[config.mk]
export PLATFORM = sky130hd
export DESIGN_NAME = gray_seq_monitor
export DESIGN_NICKNAME = d
export VERILOG_FILES = /design/src/rtl/gray_seq_monitor_pkg.sv /design/src/rtl/gray_seq_monitor_gray_to_bin.sv /design/src/rtl/gray_seq_monitor.sv
export SDC_FILE = /design/constraint.sdc
export NUM_CORES = 1
export LEC_CHECK = 0
export CAP_MARGIN = 5
export CORE_UTILIZATION = 57
export DETAILED_ROUTE_END_ITERATION = 10
export GPL_TIMING_DRIVEN = 0
export PLACE_DENSITY_LB_ADDON = 0.3
export SKIP_CTS_REPAIR_TIMING = 1
export SLEW_MARGIN = 20
export SYNTH_ARGS = -nofsm -noshare
export SYNTH_HDL_FRONTEND = slang
export SYNTH_SLANG_ARGS = --single-unit
[constraint.sdc]
create_clock -name clk -period 4.5 [get_ports clk]
set_input_delay 0.45 -clock clk [delete_from_list [all_inputs] [get_ports clk]]
set_output_delay 0.45 -clock clk [all_outputs]
set_load 0.02 [all_outputs]
[src/rtl/gray_seq_monitor_pkg.sv]
// Shared types for the Gray-code sequence monitor: FSM states, step classes and widths.
package gray_seq_monitor_pkg;

   typedef enum logic [1:0] {
      ST_IDLE = 2'd0,
      ST_ACQ  = 2'd1,
      ST_LOCK = 2'd2
   } state_e;

   typedef enum logic [1:0] {
      STEP_GOOD   = 2'd0,
      STEP_REPEAT = 2'd1,
      STEP_BAD    = 2'd2
   } step_e;

   // Good-step counter width; LOCK_COUNT is limited to 1..15.
   localparam int GOOD_W = 4;

endpackage

[src/rtl/gray_seq_monitor_gray_to_bin.sv]
// Combinational Gray-to-binary decoder: each binary bit is the XOR of all Gray bits at or above it.
module gray_to_bin #(
   parameter int WIDTH = 4
) (
   input  logic [WIDTH-1:0] gray_i,
   output logic [WIDTH-1:0] bin_o
);

   logic [WIDTH-1:0] acc;

   always_comb begin
      acc            = '0;
      acc[WIDTH-1]   = gray_i[WIDTH-1];
      for (int i = WIDTH - 2; i >= 0; i--) begin
         acc[i] = acc[i+1] ^ gray_i[i];
      end
      bin_o = acc;
   end

endmodule

[src/rtl/gray_seq_monitor.sv]
// Registers a Gray-code stream, decodes it and flags samples that are not +/-1 from the previous one.
// Tracks direction, lock after LOCK_COUNT good steps, and a saturating error count.
module gray_seq_monitor
   import gray_seq_monitor_pkg::*;
#(
   parameter int WIDTH      = 4,
   parameter int LOCK_COUNT = 2,
   parameter int ERR_W      = 8
) (
   input  logic             clk,
   input  logic             rst_n,
   input  logic             in_valid,
   input  logic [WIDTH-1:0] gray_in,
   input  logic             clr_err,
   output logic             out_valid,
   output logic [WIDTH-1:0] bin_out,
   output logic             dir_up,
   output logic             step_err,
   output logic             locked,
   output logic [ERR_W-1:0] err_count
);

   state_e              state_q, state_d;
   logic [WIDTH-1:0]    prev_q, prev_d;
   logic [GOOD_W-1:0]   good_q, good_d;
   logic                dir_q, dir_d;
   logic                out_valid_q, out_valid_d;
   logic                step_err_q, step_err_d;
   logic [ERR_W-1:0]    err_q, err_d;

   logic [WIDTH-1:0]    cur_bin;
   logic [WIDTH-1:0]    diff;
   logic [GOOD_W-1:0]   good_inc;
   step_e               step;
   logic                step_up;
   logic                bad;

   gray_to_bin #(.WIDTH(WIDTH)) u_dec (
      .gray_i (gray_in),
      .bin_o  (cur_bin)
   );

   // Modular difference: +1 and -1 (all ones) are adjacent, so wrap-around is legal.
   always_comb begin
      diff    = cur_bin - prev_q;
      step_up = (diff == WIDTH'(1));
      if (diff == WIDTH'(1) || diff == '1) begin
         step = STEP_GOOD;
      end else if (diff == '0) begin
         step = STEP_REPEAT;
      end else begin
         step = STEP_BAD;
      end
   end

   assign good_inc = good_q + GOOD_W'(1);

   // NOTE: every signal written here gets a default first, so no path can leave one unassigned and infer a latch.
   always_comb begin
      state_d     = state_q;
      prev_d      = prev_q;
      good_d      = good_q;
      dir_d       = dir_q;
      out_valid_d = 1'b0;
      step_err_d  = 1'b0;
      bad         = 1'b0;

      if (in_valid) begin
         out_valid_d = 1'b1;
         prev_d      = cur_bin;
         unique case (state_q)
            ST_IDLE: begin
               state_d = ST_ACQ;
               good_d  = '0;
            end
            ST_ACQ: begin
               if (step == STEP_GOOD) begin
                  dir_d  = step_up;
                  good_d = good_inc;
                  if (good_inc >= GOOD_W'(LOCK_COUNT)) begin
                     state_d = ST_LOCK;
                  end
               end else if (step == STEP_BAD) begin
                  bad        = 1'b1;
                  step_err_d = 1'b1;
                  good_d     = '0;
               end
            end
            ST_LOCK: begin
               if (step == STEP_GOOD) begin
                  dir_d = step_up;
               end else if (step == STEP_BAD) begin
                  bad        = 1'b1;
                  step_err_d = 1'b1;
                  good_d     = '0;
                  state_d    = ST_ACQ;
               end
            end
            default: state_d = ST_IDLE;
         endcase
      end

      // A clear coinciding with an error leaves exactly that one error counted.
      err_d = err_q;
      if (clr_err) begin
         err_d = bad ? ERR_W'(1) : '0;
      end else if (bad && err_q != '1) begin
         err_d = err_q + ERR_W'(1);
      end
   end

   // NOTE: state registers use non-blocking assignments so all flops update together from pre-edge values.
   always_ff @(posedge clk or negedge rst_n) begin
      if (!rst_n) begin
         state_q     <= ST_IDLE;
         prev_q      <= '0;
         good_q      <= '0;
         dir_q       <= 1'b0;
         out_valid_q <= 1'b0;
         step_err_q  <= 1'b0;
         err_q       <= '0;
      end else begin
         state_q     <= state_d;
         prev_q      <= prev_d;
         good_q      <= good_d;
         dir_q       <= dir_d;
         out_valid_q <= out_valid_d;
         step_err_q  <= step_err_d;
         err_q       <= err_d;
      end
   end

   // The previous sample is also the last accepted decode.
   assign bin_out   = prev_q;
   assign out_valid = out_valid_q;
   assign dir_up    = dir_q;
   assign step_err  = step_err_q;
   assign locked    = (state_q == ST_LOCK);
   assign err_count = err_q;

endmodule

After elaboration in Yosys (flattened, before gate mapping):

Cells that the tools add are included.

* add/subtract/negate cells: 3
* order comparisons: 1
* eq/ne operators: 10
* mux-type cells: 19
* bitwise logic cells: 3
* reductions and logical operators: 11

Operators with widths (count)
* $mux W8: 2
* $mux W2: 6
* $mux W4: 3
* $pmux W4 S3: 1
* $add A8 B1 Y8 const B: 1
* $ne A8 B8 Y1 const B: 1
* $mux W1: 6
* $ne A2 B2 Y1 const B: 3
* $pmux W2 S3: 1
* $reduce_and A3 Y1: 2
* $reduce_and A5 Y1: 1
* $add A4 B1 Y4 const B: 1
* $eq A2 B2 Y1 const B: 2
* $eq A4 B1 Y1 const B: 1
* $eq A4 B4 Y1 const B: 1
* $ge A4 B2 Y1 const B: 1
* $logic_not A2 Y1: 2
* $logic_not A4 Y1: 1
* $sub A4 B4 Y4: 1
* $reduce_bool A3 Y1: 1
* $xor A1 B1 Y1: 3
* $eq A2 B1 Y1 const B: 1
* $ne A2 B1 Y1 const B: 1
* $reduce_bool A2 Y1: 1
* other kinds (3): 3

* flip-flop bits (word level): 21
* output and inout bits: 16

Depth between registers and ports, before layout:

* word-level depth: 15
* gate-level depth with buffers: 12

By module:

A second synthesis with hierarchy kept.

* cell total of the unflattened synthesis: 151
* area, all modules: 1415.1 um2

By module, submodules not included
* gray_seq_monitor: times used 1, cells an instance 146, area an instance 1365.1 um2
* gray_to_bin: times used 1, cells an instance 5, area an instance 50.0 um2

Worst setup path before layout:

Ideal clock, no wire load.

* path type: input to register
* start point: in gray_in[2]
* end point: reg good_q[0]
* library setup time: 0.125 ns
* arrival time: 3.036 ns
* required time: 4.375 ns
* setup slack: 1.340 ns
* stages on the path: 12
* path through: xnor2_1 > xnor2_1 > xnor2_1 > ha_1 > inv_1 > fa_1 > xor2_2 > nor2_1 > a21boi_0 > a2111oi_4 > o21ai_2 > mux2_2

* longest elaborated chain between the ends: 11
* elaborated cells on any way between the ends: 18

Ends and longest elaborated chain
* start, declared: line gray_seq_monitor.sv:13 `input logic [WIDTH-1:0] gray_in,`
* $xor A1 B1 Y1 (*) (2 in series): line gray_seq_monitor_gray_to_bin.sv:15 `acc[i] = acc[i+1] ^ gray_i[i];`
* named net cur_bin[1]: line gray_seq_monitor.sv:31 `logic [WIDTH-1:0] cur_bin;`
* $xor A1 B1 Y1: line gray_seq_monitor_gray_to_bin.sv:15
* $sub A4 B4 Y4 (*): line gray_seq_monitor.sv:45 `diff = cur_bin - prev_q;`
* $logic_not A4 Y1, or another cell as far along: line gray_seq_monitor.sv:49 `end else if (diff == '0) begin`
* $mux W2 / $logic_or A1 B1 Y1 (equally long branches): line gray_seq_monitor.sv:49, gray_seq_monitor.sv:47
* $mux W2 (*): line gray_seq_monitor.sv:47 `if (diff == WIDTH'(1) || diff == '1) begin`
* $eq A2 B2 Y1: line gray_seq_monitor.sv:83, gray_seq_monitor.sv:92
* $mux W4
* $mux W4, on equally long branches
* $pmux W4 S3: line gray_seq_monitor.sv:71 `unique case (state_q)`
* end signal, assigned: line gray_seq_monitor.sv:125 `good_q <= good_d;`
* end, declared: line gray_seq_monitor.sv:25 `logic [GOOD_W-1:0] good_q, good_d;`

The timed path passes the listed nets; every way through them passes the cells marked *. The select of a mux whose other input is x is not followed.
A chain may end at the register's enable or synchronous reset.

Worst setup path in the final report:

* start point: in gray_in[3]
* end point: reg good_q[0]

Same word-level chain as after synthesis.

==> summary.md <==
| Metric | Value |
|---|---|
| Chip Height | `between 50 and 60 um` |
| Global-route usage over all layers | `26.3%` |
| RSZ-0062 raised after global routing | `no` |
| Synth Flop Type | `dfrtp_1` |
| I/O pin count | `24` |
| Most frequent cells after synthesis | `dfrtp_1 (21), inv_1 (14), a21oi_1 (13)` |
| Most frequent cell after synthesis | `dfrtp_1` |
| Core Box Area | `0.00245 mm2` |
| Initial core utilization | `roughly three fifths` |
| Synth top area share | `between 30% and 40%` |
| DP HPWL | `~2500 um` |
| Cell Rows | `18` |
| Worst hold slack | `0.0911 ns` |
| Fmax | `about 260 MHz` |
| Worst hold path class | `in -> async` |
| Count of cell types in the netlist | `44` |
| Post-synthesis compound-gate area fraction | `21.2%` |
| DR WL/cell | `around 15 um` |
| Root buf cell | `clkbuf_4` |
| CTS buffer count | `3` |
| Adder-Cell Fraction of Synth Area | `under 10%` |
| Total congestion overflow | `0` |
| Vias/cell | `a little over 6` |
| Clock Pin Slew Worst Setup and Hold Paths | `between 0.1 and 0.15 ns` |
| Layout cells sized above 1 | `a little over 8%` |
| Worst vdd ir | `0.313 mV` |
| Die ar. | `approximately 0.0028 mm2` |
| H-tree lvl count | `1` |
| Setup crit end kind | `flop` |
| Top cell type by total area after synthesis | `dfrtp_1` |
| Worst Max-Slew Pin Slew | `around 0.5 ns` |
| Area share of xor/xnor cells in the synthesized design | `approximately 5.2%` |
| Final GP Congestion | `0.866` |
| Worst Path Arrival | `about 4 ns` |
| Maximum buffer depth of the clock tree | `2` |
| Nature of the critical path startpoint | `input port` |
| Via count | `between 1000 and 1500` |
| Syn_nets | `approximately 180` |
| Die width | `52.9 um` |
| CP Class | `in -> reg` |
| Netlist Area Pre-Place | `~0.0015 mm2` |
| CTS tree | `done` |
| Final hold viol count | `0` |
| Multi-input logic area | `885 um2` |
| Outcome | `completed` |
| Diode count | `0` |
| Main combinational cell family by area after synthesis | `compound AO/OA/AOI/OAI gates` |
| Synthesis-to-finish area growth | `18.9%` |
| Final WL | `3230 um` |
| Max-cap violations | `0` |
| Sink Count | `21` |
| Pleak | `0.000740 uW` |
| Ys async rst share | `100%` |
| Fillers | `around 220` |
| #FFs+latches synth | `21` |
| Cells after synthesis | `between 150 and 200` |
| DRC errors left | `0` |
| Syn_area_per_cell | `9.39 um2` |
| Clock latency on the worst-skew pair | `about 0.3 ns` |
| Power per cell area | `a little under 400 mW/mm2` |
| Largest cells by area after synthesis | `dfrtp_1 (36%), ha_1 (8.5%), a21oi_1 (4.4%)` |
| CP Data Required Time | `4.70 ns` |
| Yosys warning total | `0` |
| Largest net degree at the start of global routing | `22` |
| Crit path time final | `approximately 3.9 ns` |
| Post-synth EDFFs | `0` |
| Slew HR | `roughly 67%` |
| Fin Clk Skew | `~0.0032 ns` |
| Total negative slack | `0 ns` |
| DR iter-0 viols | `between 40 and 50` |
| Wire length of the first global-routing pass | `about 5400 um` |
| DRT Pass-1 Iters | `4` |
| Mux contribution to synthesized area | `under 10%` |
| Net count, final | `203` |
| Setup Viol. Count Final | `0` |
| Reg area | `526 um2` |
| Vias in the first global route | `around 1300` |
| Port buffer count | `22` |
| Synth Area in Simple Gates | `20.9%` |
| Sequential share of the synthesized area | `around 36%` |
| Max Fanout on Critical Path | `6` |
| Slew Viols, Final | `0` |
| Antenna-violating nets left | `0` |
| Antenna violations before repair | `0` |
| Part of the cycle the worst path needs | `85.9%` |
-- cell families after synthesis --
family,after synthesis
AO/OA/AOI/OAI,44
buffers and inverters,17
XOR/XNOR,7
adder cells (fa/ha/maj),11
multiplexers,4
flip-flops,21
AND/OR/NAND/NOR,53
-- state kept, by name (all words and copies together) (netlist names) --
register   count
state_q        2
good_q         4
step_err       1
out_valid      1
bin_out        4
err_count      8
dir_up         1
-- critical path, cell delays in order --
cell	delay (ns)
clkdlybuf4s50_1	0.56
xnor2_1	0.16
xnor2_1	0.42
xnor2_1	0.22
ha_1	0.21
inv_1	0.05
fa_1	0.40
xor2_2	0.32
nor2_1	0.19
a21boi_0	0.22
a2111oi_4	0.46
o21ai_2	0.12
mux2_2	0.28
-- area by class of cell --
cell class,instances,share of cell area (%)
Buffer,3,0.642
Sequential cell,21,30.0
Clock buffer,4,1.50
Timing Repair Buffer,22,12.3
Inverter,14,3.00
Multi-Input combinational cell,119,50.5
Tap cell,30,2.14
-- stage by stage --
stage	util [%]	area, um2	total power, uW	cells	setup slack, ns
finish	71.4	1750	684	213	0.637
floorplan	-	1470	485	157	1.34
global placement	70.5	1730	570	209	0.556
CTS	71.6	1760	683	213	0.695
detailed placement	70.5	1730	592	209	0.381
global route	71.4	1750	734	213	0.409
-- worst paths after layout --
kind	start	endpoint	slack, ns	depth (start not counted)
worst min register to register	dir_up$_DFFE_PN0P_	dir_up$_DFFE_PN0P_	0.57	2
worst min-delay path	rst_n	good_q[2]$_DFFE_PN0P_	0.09	1
worst max register to register	bin_out[0]$_DFFE_PN0P_	good_q[0]$_DFFE_PN0P_	1.79	9
min in group clk	clr_err	err_count[3]$_DFFE_PN0P_	0.51	2
max in group asynchronous	rst_n	err_count[0]$_DFFE_PN0P_	4.08	1
worst max-delay path	gray_in[3]	good_q[0]$_DFFE_PN0P_	0.64	13
-- placed cells by master (no fill, tap or decap), drive strengths merged, types with 3 or more instances in the layout --
cell type / netlist / routed
dfrtp: 21 / 21
clkdlybuf4s50: 0 / 21
inv: 14 / 14
a21oi: 14 / 14
nor2: 11 / 11
o21ai: 11 / 11
ha: 10 / 10
nand3: 8 / 8
nand2: 6 / 6
nand4: 6 / 6
clkbuf: 2 / 6
and3: 5 / 5
nor2b: 5 / 5
xnor2: 4 / 4
a31oi: 4 / 4
or3: 3 / 3
o31ai: 3 / 3
xor2: 3 / 3
-- power by group --
group | switching [uW] | internal [uW]
logic | 215 | 138
registers | 26.3 | 214
clock network | 56.8 | 34.5
total | 298 | 386
-- routing by layer --
metal	vias to the layer above	part of all wire [%]	track usage, %
li1	625	-	-
met1	645	44	31.8
met2	32	51	46.0
met3	2	4.1	4.89
met4	0	0.43	9.65
met5	-	0	0
Power figures use the tool's default switching activity.
